==> config.mk <==
export PLATFORM = sky130hd
export DESIGN_NAME = pi_series_engine
export DESIGN_NICKNAME = d
export VERILOG_FILES = /design/src/rtl/pi_pkg.sv /design/src/rtl/pi_udiv.sv /design/src/rtl/pi_series_engine.sv
export SDC_FILE = /design/constraint.sdc
export NUM_CORES = 1
export LEC_CHECK = 0
export ABC_AREA = 1
export ABC_CLOCK_PERIOD_IN_PS = 4800
export CORE_ASPECT_RATIO = 1.4
export CORE_MARGIN = 3
export CORE_UTILIZATION = 25
export CTS_CLUSTER_SIZE = 20
export DETAILED_ROUTE_END_ITERATION = 12
export PLACE_DENSITY = 0.5
export SETUP_SLACK_MARGIN = 0.3
export SLEW_MARGIN = 20
export SYNTH_ARGS = -nofsm -noshare
export SYNTH_HDL_FRONTEND = slang
export SYNTH_SLANG_ARGS = --single-unit
==> constraint.sdc <==
create_clock -name clk -period 4.8 [get_ports clk]
set_input_delay 0.48 -clock clk [delete_from_list [all_inputs] [get_ports clk]]
set_output_delay 0.48 -clock clk [all_outputs]
set_load 0.02 [all_outputs]
==> src/rtl/pi_pkg.sv <==
// Shared constants and FSM encoding for the fixed-point series engines.
package pi_pkg;

    localparam int FRAC    = 16;
    localparam int ONE_Q   = 65536;
    localparam int DIV_CYC = 32;
    localparam int DIV_CW  = $clog2(DIV_CYC);

    typedef enum logic [2:0] {
        ST_IDLE  = 3'd0,
        ST_LOAD  = 3'd1,
        ST_DIV   = 3'd2,
        ST_ACC   = 3'd3,
        ST_SCALE = 3'd4,
        ST_DONE  = 3'd5
    } pi_state_e;

endpackage

==> src/rtl/pi_udiv.sv <==
// Unsigned restoring divider: one quotient bit per clock, quotient and a
// one-cycle rdy pulse W clocks after the edge that samples go.
module pi_udiv #(
    parameter int W = 32
) (
    input  logic         clk,
    input  logic         rst_n,
    input  logic         go,
    input  logic [W-1:0] dividend,
    input  logic [W-1:0] divisor,
    output logic [W-1:0] quot,
    output logic         rdy
);

    localparam int CW = $clog2(W);

    logic [W-1:0]  rem_q;
    logic [W-1:0]  quo_q;
    logic [W-1:0]  dvs_q;
    logic [CW-1:0] cnt_q;
    logic          run_q;
    logic          rdy_q;

    logic [W:0]    rem_sh;
    logic          fits;
    logic [W-1:0]  rem_d;

    // The dividend shifts out of quo_q's MSB while quotient bits shift into its LSB.
    always_comb begin
        rem_sh = {rem_q, quo_q[W-1]};
        fits   = (rem_sh >= {1'b0, dvs_q});
        rem_d  = fits ? (rem_sh[W-1:0] - dvs_q) : rem_sh[W-1:0];
    end

    always_ff @(posedge clk or negedge rst_n) begin
        if (!rst_n) begin
            rem_q <= '0;
            quo_q <= '0;
            dvs_q <= '0;
            cnt_q <= '0;
            run_q <= 1'b0;
            rdy_q <= 1'b0;
        end else begin
            rdy_q <= 1'b0;
            if (go) begin
                rem_q <= '0;
                quo_q <= dividend;
                dvs_q <= divisor;
                cnt_q <= '0;
                run_q <= 1'b1;
            end else if (run_q) begin
                rem_q <= rem_d;
                quo_q <= {quo_q[W-2:0], fits};
                cnt_q <= cnt_q + CW'(1);
                if (cnt_q == CW'(W - 1)) begin
                    run_q <= 1'b0;
                    rdy_q <= 1'b1;
                end
            end
        end
    end

    assign quot = quo_q;
    assign rdy  = rdy_q;

endmodule

==> src/rtl/pi_series_engine.sv <==
// Run-time Leibniz series for pi in Q16.16: one shared divide per term,
// alternating-sign accumulation, final scale by four.
module pi_series_engine #(
    parameter int W    = 32,
    parameter int FRAC = pi_pkg::FRAC,
    parameter int N_W  = 16
) (
    input  logic              clk,
    input  logic              rst_n,
    input  logic              start,
    input  logic [N_W-1:0]    n_terms,
    output logic              busy,
    output logic              done,
    output logic [W-1:0]      pi_out,
    output pi_pkg::pi_state_e state_dbg
);

    import pi_pkg::*;

    // Handshake: start is taken only in IDLE while done is low, n_terms is
    // captured on that edge, busy rises the next cycle, and done pulses for one
    // cycle as busy falls; pi_out is valid from the done pulse until the next run's SCALE.
    localparam int            KW  = N_W + 2;
    localparam logic [W-1:0]  ONE = W'(1) << FRAC;

    pi_state_e         state_q;
    logic [N_W-1:0]    n_q;
    logic [KW-1:0]     k_q;
    logic [KW-1:0]     d_q;
    logic [W-1:0]      acc_q;
    logic [W-1:0]      acc_d;
    logic [W-1:0]      pi_q;
    logic [DIV_CW-1:0] cnt_q;
    logic              busy_q;
    logic              done_q;
    logic              go_q;

    logic [W-1:0]      divisor;
    logic [W-1:0]      quot;
    logic              div_rdy;

    assign divisor = W'(d_q);

    pi_udiv #(.W(W)) u_div (
        .clk      (clk),
        .rst_n    (rst_n),
        .go       (go_q),
        .dividend (ONE),
        .divisor  (divisor),
        .quot     (quot),
        .rdy      (div_rdy)
    );

    // Odd k subtracts its term, even k adds it.
    always_comb begin
        acc_d = k_q[0] ? (acc_q - quot) : (acc_q + quot);
    end

    always_ff @(posedge clk or negedge rst_n) begin
        if (!rst_n) begin
            state_q <= ST_IDLE;
            n_q     <= '0;
            k_q     <= '0;
            d_q     <= '0;
            acc_q   <= '0;
            pi_q    <= '0;
            cnt_q   <= '0;
            busy_q  <= 1'b0;
            done_q  <= 1'b0;
            go_q    <= 1'b0;
        end else begin
            done_q <= 1'b0;
            go_q   <= 1'b0;
            case (state_q)
                ST_IDLE: begin
                    if (start && !done_q) begin
                        n_q    <= n_terms;
                        acc_q  <= ONE;
                        k_q    <= KW'(1);
                        d_q    <= KW'(3);
                        busy_q <= 1'b1;
                        if (n_terms != '0) begin
                            state_q <= ST_LOAD;
                            go_q    <= 1'b1;
                        end else begin
                            state_q <= ST_SCALE;
                        end
                    end
                end
                ST_LOAD: begin
                    cnt_q   <= '0;
                    state_q <= ST_DIV;
                end
                ST_DIV: begin
                    cnt_q <= cnt_q + DIV_CW'(1);
                    if (cnt_q == DIV_CW'(DIV_CYC - 1)) begin
                        state_q <= ST_ACC;
                    end
                end
                ST_ACC: begin
                    if (div_rdy) begin
                        acc_q <= acc_d;
                    end
                    k_q <= k_q + KW'(1);
                    d_q <= d_q + KW'(2);
                    if (k_q < KW'(n_q)) begin
                        state_q <= ST_LOAD;
                        go_q    <= 1'b1;
                    end else begin
                        state_q <= ST_SCALE;
                    end
                end
                ST_SCALE: begin
                    pi_q    <= acc_q << 2;
                    state_q <= ST_DONE;
                end
                ST_DONE: begin
                    done_q  <= 1'b1;
                    busy_q  <= 1'b0;
                    state_q <= ST_IDLE;
                end
                default: state_q <= ST_IDLE;
            endcase
        end
    end

    assign busy      = busy_q;
    assign done      = done_q;
    assign pi_out    = pi_q;
    assign state_dbg = state_q;

endmodule

Word level (Yosys, flattened, before mapping)

Cells that the tools add are included.

Register bits: 214
Word-level logic and storage cells: 82
Output and inout port bits: 37
Input port bits: 19

Eq/ne operators: 10
Reduce and logical (&&, ||, !) cells: 13
$add $sub $neg: 7
Order comparisons: 2
Muxes and demuxes: 34

Operator list:

| operator                                                              | number |
|---|---|
| 32-bit two-way mux                                                    | 8 |
| 18-bit one-hot mux with 2 select lines                                | 2 |
| 32-bit one-hot mux with 2 select lines                                | 1 |
| 18-bit two-way mux                                                    | 2 |
| 33-bit by 18-bit >= comparator with 1-bit output                      | 1 |
| 32-bit adder                                                          | 1 |
| 32-bit by 18-bit subtractor with 32-bit output                        | 1 |
| 32-bit subtractor                                                     | 1 |
| 18-bit by 1-bit adder with 18-bit output, second input constant       | 1 |
| 18-bit by 2-bit adder with 18-bit output, second input constant       | 1 |
| 18-bit by 16-bit less-than comparator with 1-bit output               | 1 |
| 16-bit nonzero test                                                   | 1 |
| 3-bit one-hot mux with 5 select lines                                 | 1 |
| 3-bit two-way mux                                                     | 4 |
| 1-bit two-way mux                                                     | 11 |
| 5-bit by 1-bit adder with 5-bit output, second input constant         | 2 |
| 5-bit equality test, second input constant                            | 2 |
| 5-bit two-way mux                                                     | 2 |
| 5-bit one-hot mux with 2 select lines                                 | 1 |
| 2-bit AND reduction                                                   | 4 |
| 2-bit nonzero test                                                    | 4 |
| 3-bit by 2-bit equality test with 1-bit output, second input constant | 2 |
| 3-bit equality test, second input constant                            | 2 |
| 2-bit inequality test, second input constant                          | 2 |
| other kinds (7)                                                       | 8 |

Logic depth before layout (Yosys ltp)

Gate-level depths: netlist of the first run.

Depth in word-level cells: 4
Gate-level depth with buffers: 25
Mapped depth without buffers: 25

Cells and area by module

From an unflattened synthesis of the first run, not the netlist that was laid out.

Cell total of the unflattened synthesis: 2281
Area total of the unflattened synthesis: 15537.4 um2

Modules (own cells, without submodules):

| module           | times used | sequential area each (um2) | area an instance (um2) | cells each |
|---|---|---|---|---|
| pi_series_engine | 1          | 3078.0                     | 8558.2                 | 1264 |
| pi_udiv          | 1          | 2577.5                     | 6979.2                 | 1017 |

Worst setup path after synthesis of the first run

No wires, ideal clock.

Kind: register to register
Start point: reg u_div.quo_q[0], in the netlist u_div.quot[0]
End point: reg acc_q[29]
Buffers on the path: 0
Required time: 4.682 ns
Period minus slack after synthesis: 2.746 ns
Arrival time: 2.628 ns
Path slack: 2.054 ns
Setup time: 0.118 ns
Cell stages (with the launch flop): 23
Path through: dfrtp_1 > inv_1 > ha_1 > nand3_1 > inv_2 > nand3_1 > nand2_1 > nand2_1 > inv_2 > o211ai_1 > nor2_1 > xor2_1 > ha_1 > a21oi_1 > inv_1 > nor2_1 > nand2_1 > nand2_1 > nand2_1 > a21oi_1 > nand2_1 > nand3_1 > nand2_1

Longest elaborated chain between the ends: 4
Elaborated cells on any way between the ends: 5
Those cells by class: 2 x add/sub; 3 x mux

Ends and longest elaborated chain:

| what                                                     | line                    | source |
|---|---|---|
| start, declared                                          | pi_udiv.sv:18           | `logic [W-1:0] quo_q;` |
| start signal, assigned                                   | pi_udiv.sv:47           | `quo_q <= dividend;` |
| start signal, assigned                                   | pi_udiv.sv:53           | `quo_q <= {quo_q[W-2:0], fits};` |
| 32-bit adder / 32-bit subtractor (equally long branches) | pi_series_engine.sv:56  | `acc_d = k_q[0] ? (acc_q - quot) : (acc_q + quot);` |
| 32-bit two-way mux *                                     | pi_series_engine.sv:56  |  |
| 32-bit two-way mux *                                     | pi_series_engine.sv:101 | `if (div_rdy) begin` |
| 32-bit one-hot mux with 2 select lines *                 | pi_series_engine.sv:74  | `case (state_q)` |
| end signal, assigned                                     | pi_series_engine.sv:65  | `acc_q <= '0;` |
| end signal, assigned                                     | pi_series_engine.sv:78  | `acc_q <= ONE;` |
| end signal, assigned                                     | pi_series_engine.sv:102 | `acc_q <= acc_d;` |
| end, declared                                            | pi_series_engine.sv:30  | `logic [W-1:0] acc_q;` |

Mark *: on every way between the ends. The rest lies on a longest branch, timed or not. The select of a mux whose other input is x is not followed.
A chain may end at the register's enable or synchronous reset.

Worst setup path after layout of the first run

Start point: reg k_q[0]
End point: reg acc_q[22]

Longest elaborated chain between the ends: 3

Ends and longest elaborated chain:

| what                                   | line                    | source |
|---|---|---|
| start, declared                        | pi_series_engine.sv:28  | `logic [KW-1:0] k_q;` |
| start signal, assigned                 | pi_series_engine.sv:104 | `k_q <= k_q + KW'(1);` |
| 32-bit two-way mux                     | pi_series_engine.sv:56  |  |
| 32-bit two-way mux                     | pi_series_engine.sv:101 |  |
| 32-bit one-hot mux with 2 select lines | pi_series_engine.sv:74  |  |

No other way between the ends. The select of a mux whose other input is x is not followed.

==> flow_summary.ini, run 1 <==
[timing]
relSlewSlack_pct = 27.0
hold_viol_final = 0
rsz0062_at_grt = no
fmax_mhz = 275
setup_viol = 0
setup_tns_ns = 0
worst_slack_ns = 1.17
worst_pin_slew_ns = 1.09
finalMaxSlewViolations = 0
fin_crit_ns = 3.63
skew_ns = 0.0208
final.period_utilization_pct = 75.6

[drt]
postRouteAntennaNets = 0
drc = 0
first_iter_violations = 620
viasPerCell = 4.53
drt_wl_total_um = 42000
dr.pass1.iters = 7
route.vias.total = 12800
wl_per_cell_um = 14.9

[cts]
cts_tree = yes
clk_path_buf_depth = 3
hold_buffers = 0
cts_root_buffer = clkbuf_16
htree_levels = 1
clock_latency_ns = 0.56
postCtsResizedCells = 0
cts_sinks = 212
clk_pin_slew_ns = 0.07
postCtsSetupBuffers = 0
cts_buffers = 25

[yosys]
synth_cells = 2036
ys_top_cells_by_area = dfrtp_1 (38%), nand2_1 (18%), inv_1 (7.7%), ha_1 (6.1%), nor2_1 (4.6%)
avgSynthCellArea_um2 = 6.95
yosysTopAreaCell = dfrtp_1
synth_area_um2 = 14100
synth_enable_flop_cells = 0
yosysTopAreaCellShare_pct = 37.5
ys.flop_type = dfrtp_1
ys_warn_count = 0
ys_seq_elements = 212
async_flop_share_pct = 100
synth_cell_types = 49
synth.yosys.seq_area_share_pct = 37.5

[final_layout]
final_cell_mix = nand2_1 (660), inv_1 (291), dfrtp_1 (211)
instances_no_fill = 2821
num_antenna_cells = 0
fin_util_pct = 29.1
nNetsFinal = 2165
n_fill_cell = 6272
syn2layout_area_growth_pct = 14.6
final_common_cell = nand2_1
drive_gt1_share_pct = 6.59

[setup_path]
cp_num_cells = 17
startpoint_type = flop
cp-end-kind = flop
path_common_cell = nand2_1
critPathRequiredTime_ns = 5.23
r2r_slack_ns = 1.17
crit_type = reg2reg
worstPathCellList = inv_1 -> nand2_1 -> nand2_1 -> inv_2 -> nand2_1 -> a21oi_1 -> xor2_1 -> ha_1 -> nand2_1 -> nor2_1 -> inv_1 -> nor3_1 -> nand3_1 -> nand3_1 -> nand2_1 -> nand2_1 -> o21ai_0
slowest_stage = dfrtp_1
cp.arrival_ns = 4.06
r2r_start = k_q[0]
reg2regPathDepth = 17
crit_fanout = 22
r2r-end = acc_q[22]
cpPeakStageDelay_ns = 0.70
cp_top_family = simple AND/OR/NAND/NOR gates
path_buf_inv = 3

[power_and_ir_drop]
switching_share_pct = 49.1
combinationalPowerShare_pct = 55.0
power.switching_w = 0.00489
p_total_w = 0.00996
p_per_area_nw_per_um2 = 615
p_leak_nw = 8.15
intPower_w = 0.00507
sequentialPowerShare_pct = 25.5
p_clk_share_pct = 19.5
peakVddDrop_v = 0.000252

[hold_path]
min_path_type = in2async

[global_routing]
antenna_found_initial = 0
grt_pass1_wl_um = 68900
grtUsageTotal_pct = 14.0
grt_pass1_vias = 12800
grt_max_degree = 114
grt_overflow = 0

[die]
die_area_um2 = 59500
start_util_pct = 25.4
io_pins = 56
dieWidth_um = 207
num_rows = 102
core_um2 = 55600
dieHeight_um = 287

[placed_design]
gp_congestion = 0.914
io_buffers = 53
dp_slack_ns = 1.26
dp_hpwl_um = 31700
place_inst = 2776

[job]
max_cap_viol_count = 0

[outcome]
status = finished clean
[through the flow]
stage | hold WS, ns | area [um^2]
finish | 0.0111 | 16200
global route | 0.00330 | 16200
CTS | 0.0514 | 16200
detailed placement | 0.460 | 15400
global placement | 0.455 | 15400
floorplan | 0.184 | 14100
[cell families after synthesis]
kind of cell    count (synthesis)  synth area share, %
fa+ha+maj                      71                 6.39
mux                             3                0.230
simple gates                 1061                 32.1
xor+xnor                       41                 2.54
compound gates                276                 10.7
flops                         212                 37.5
buf+inv                       371                 10.5
other cells                     1               0.0265
[cells in the mapped netlist, types with 26 or more instances]
library cell  count
a21oi_1          81
clkbuf_1         26
dfrtp_1         212
ha_1             69
inv_1           291
inv_2            32
nand2_1         660
nand3_1         106
nand4_1          30
nor2_1          172
nor3_1           26
o21ai_0         117
o22ai_1          40
xor2_1           28
[worst max path at each step]
stage | startpoint | end | slack (ns)
after global placement | k_q[0] | acc_q[23] | 1.28
after floorplan | u_div.quot[0] | acc_q[29] | 2.05
after global routing | k_q[0] | acc_q[22] | 0.77
after detailed placement | k_q[0] | acc_q[23] | 1.26
after CTS | k_q[0] | acc_q[23] | 1.22
final | k_q[0] | acc_q[22] | 1.17
[routing by layer]
layer  GRT usage [%]  routed length (um)
met5               0                   0
met4            4.13                 997
met3            1.32                1210
met2            26.7               21800
met1            16.7               17900
[sequential cells by signal, indices dropped and copies added (netlist names)]
name / cells
acc_q: 30
busy: 1
cnt_q: 5
d_q: 18
done: 1
go_q: 1
k_q: 18
n_q: 16
pi_out: 30
state_dbg: 3
u_div.cnt_q: 5
u_div.dvs_q: 18
u_div.quot: 32
u_div.rdy: 1
u_div.rem_q: 32
u_div.run_q: 1
[power groups by stage]
stage               combinational, W  sequential [W]  clock [W]
finish                       0.00548         0.00254    0.00195
global placement             0.00547         0.00256          0
detailed placement           0.00549         0.00257          0
floorplan                    0.00409         0.00247          0
global route                 0.00624         0.00260    0.00210
CTS                          0.00552         0.00254    0.00202
[worst reg2reg max path: stages, from the launching register on]
cell and delay (ns):
dfrtp_1 0.70, inv_1 0.48, nand2_1 0.26, nand2_1 0.13, inv_2 0.09, nand2_1 0.07, a21oi_1 0.15, xor2_1 0.28
ha_1 0.25, nand2_1 0.12, nor2_1 0.15, inv_1 0.07, nor3_1 0.25, nand3_1 0.15, nand3_1 0.16, nand2_1 0.07
nand2_1 0.05, o21ai_0 0.07
[layout make-up]
class / count / area [um^2] / area share, %
clock buffer: 34 / 689 / 4.26
clock inverter: 11 / 130 / 0.803
inverter: 323 / 1210 / 7.48
multi-input combinational: 1454 / 7360 / 45.4
sequential: 212 / 5310 / 32.8
tap: 728 / 911 / 5.62
timing repair buffer: 59 / 593 / 3.66
(Power assumes the default switching activity.)
==> inputs of run 2 (changes only) <==
Settings changed: ABC_CLOCK_PERIOD_IN_PS 4800 to 3700.
Clock period 4.8 ns to 3.7 ns, I/O delays scaled along.
==> run 2 against run 1 <==
Compared with the run above: clock skew grew 0.0033 ns; sequential share of layout area is 0.54 points lower; first-iteration DRC count fell by 12%; register-to-register slack got worse by 0.67 ns; sequential power increased by 27%; worst hold slack improved by 0.41 ns; combinational power increased by 36%; utilization up 0.48 points; non-clock buffer count is 12 higher; global-route usage fell by 0.20 points; critical path type unchanged; largest cell class unchanged; highest routed layer unchanged.
==> flow_summary.ini, run 2 (synthesis results as in run 1) <==
[timing]
finalMaxSlewViolations = 0
setup_viol = 0
relSlewSlack_pct = 30.0
skew_ns = 0.0241
fin_crit_ns = 3.20
final.period_utilization_pct = 86.4
worst_pin_slew_ns = 1.05
rsz0062_at_grt = yes
setup_tns_ns = 0
fmax_mhz = 313
hold_viol_final = 0

[final_layout]
multi_input_area_um2 = 7520
regArea_um2 = 5310
drive_gt1_share_pct = 8.90
syn2layout_area_growth_pct = 16.5
final_common_cell = nand2_1
final_cell_mix = nand2_1 (651), inv_1 (290), dfrtp_1 (212)
n_fill_cell = 6234
num_antenna_cells = 0
final_area_um2 = 16500
nNetsFinal = 2176

[setup_path]
cp-end-kind = flop
cpPeakStageDelay_ns = 0.41
slowest_stage = dfrtp_1
crit_fanout = 5
crit_type = reg2reg
startpoint_type = flop
critPathRequiredTime_ns = 4.12
cp.arrival_ns = 3.61
worstPathCellList = inv_2 -> ha_4 -> nand3_2 -> inv_2 -> nand3_1 -> nand2_2 -> nand2_2 -> inv_2 -> nand2_1 -> a21oi_2 -> xor2_2 -> ha_4 -> nand2_1 -> o21ai_0 -> inv_1 -> nand2_1 -> a21oi_2 -> nand3_1 -> nand3_1 -> nand2_1
crit_start = u_div.quot[0]
path_common_cell = nand2_1
r2r_start = u_div.quot[0]

[outcome]
status = finished clean

[drt]
wl_per_cell_um = 14.9
first_iter_violations = 544
route.vias.total = 12900
drc = 0
postRouteAntennaNets = 0
viasPerCell = 4.55
drt_wl_total_um = 42300
dr.pass1.iters = 5

[power_and_ir_drop]
p_total_w = 0.0132
p_per_area_nw_per_um2 = 802
peakVddDrop_v = 0.000375
p_leak_nw = 8.23

[cts]
htree_levels = 1
clock_latency_ns = 0.55
cts_sinks = 212
clk_pin_slew_ns = 0.06
cts_root_buffer = clkbuf_16
clk_path_buf_depth = 3
cts_tree = yes
cts_buffers = 24

[die]
dieWidth_um = 207
io_pins = 56
die_area_um2 = 59500
start_util_pct = 25.4
dieHeight_um = 287
num_rows = 102
core_um2 = 55600

[hold_path]
min_path_type = in2reg
hp-start = n_terms[11]

[job]
max_cap_viol_count = 0

[placed_design]
dp_hpwl_um = 31900
gp_congestion = 0.933
dpl_cell_area_um2 = 15500
io_buffers = 53

[global_routing]
grt_max_degree = 99
grt_pass1_vias = 12900
antenna_found_initial = 0
grtUsageTotal_pct = 13.9
grt_overflow = 0
grt_pass1_wl_um = 67800
-- run 2: changes by cell type in the layout (fill, tap and decap cells not counted), sizes merged --
| cell | change |
|---|---|
| clkinv | -5 |
| bufinv | +1 |
| dlygate4sd3 | +1 |
| buf | +11 |
| clkinvlp | +1 |
| clkbuf | -1 |
| inv | -1 |
-- run 2: layout make-up --
class                      instances  share of cell area (%)
clock buffer                      33                    4.22
clock inverter                     7                   0.767
inverter                         323                    7.36
multi-input combinational       1454                    45.7
sequential                       212                    32.2
tap                              728                    5.53
timing repair buffer              71                    4.24
-- run 2: what timing repair did --
action,CTS,global route
hold endpoints to repair,95,0
hold buffers,1,0
setup endpoints to repair,11,17
gates resized for setup,7,39
pin swaps,2,4
gates cloned,0,0
setup buffers,1,1
-- run 2: path summary, 6_finish.rpt --
kind	cells after the start	slack, ns	to
worst min register to register	2	0.47	pi_out[24]
max in group asynchronous	3	2.44	u_div.rem_q[19]
worst max-delay path	20	0.50	acc_q[26]
min in group asynchronous	2	0.44	acc_q[29]
worst min-delay path	3	0.42	n_q[11]
worst max register to register	20	0.50	acc_q[26]
-- run 2: routing by layer --
layer | vias to the layer above | GRT usage (%) | wire, um
li1 | 6543 | - | -
met1 | 6028 | 16.2 | 18000
met2 | 205 | 25.5 | 21300
met3 | 81 | 1.68 | 1290
met4 | 0 | 5.82 | 1700
met5 | - | 0 | 0
-- run 2: where the power goes --
part	leakage, nW	total (W)	switching [W]	internal (W)
registers	2.83	0.00322	0.000391	0.00283
clock network	0.396	0.00253	0.00101	0.00151
logic	5.00	0.00746	0.00501	0.00245
-- run 2: worst max-delay path: cells and delay by family, from the launching register on --
kind / cells / cell delay [ns]
buffers and inverters: 4 / 0.34
adder cells (fa/ha/maj): 2 / 0.45
flip-flops: 1 / 0.41
AO/OA/AOI/OAI: 3 / 0.54
XOR/XNOR: 1 / 0.30
AND/OR/NAND/NOR: 10 / 1.02
-- run 2: metrics by stage --
stage                     worst slack [ns]  instances  utilization (%)  hold slack (ns)
after global placement               0.179       2785             27.8            0.454
final                                0.503       2828             29.6            0.422
after global routing                 0.274       2828             29.6            0.434
after CTS                            0.277       2827             29.3            0.386
after detailed placement             0.164       2785             27.8            0.457
after floorplan                      0.954       2037                -           0.0744
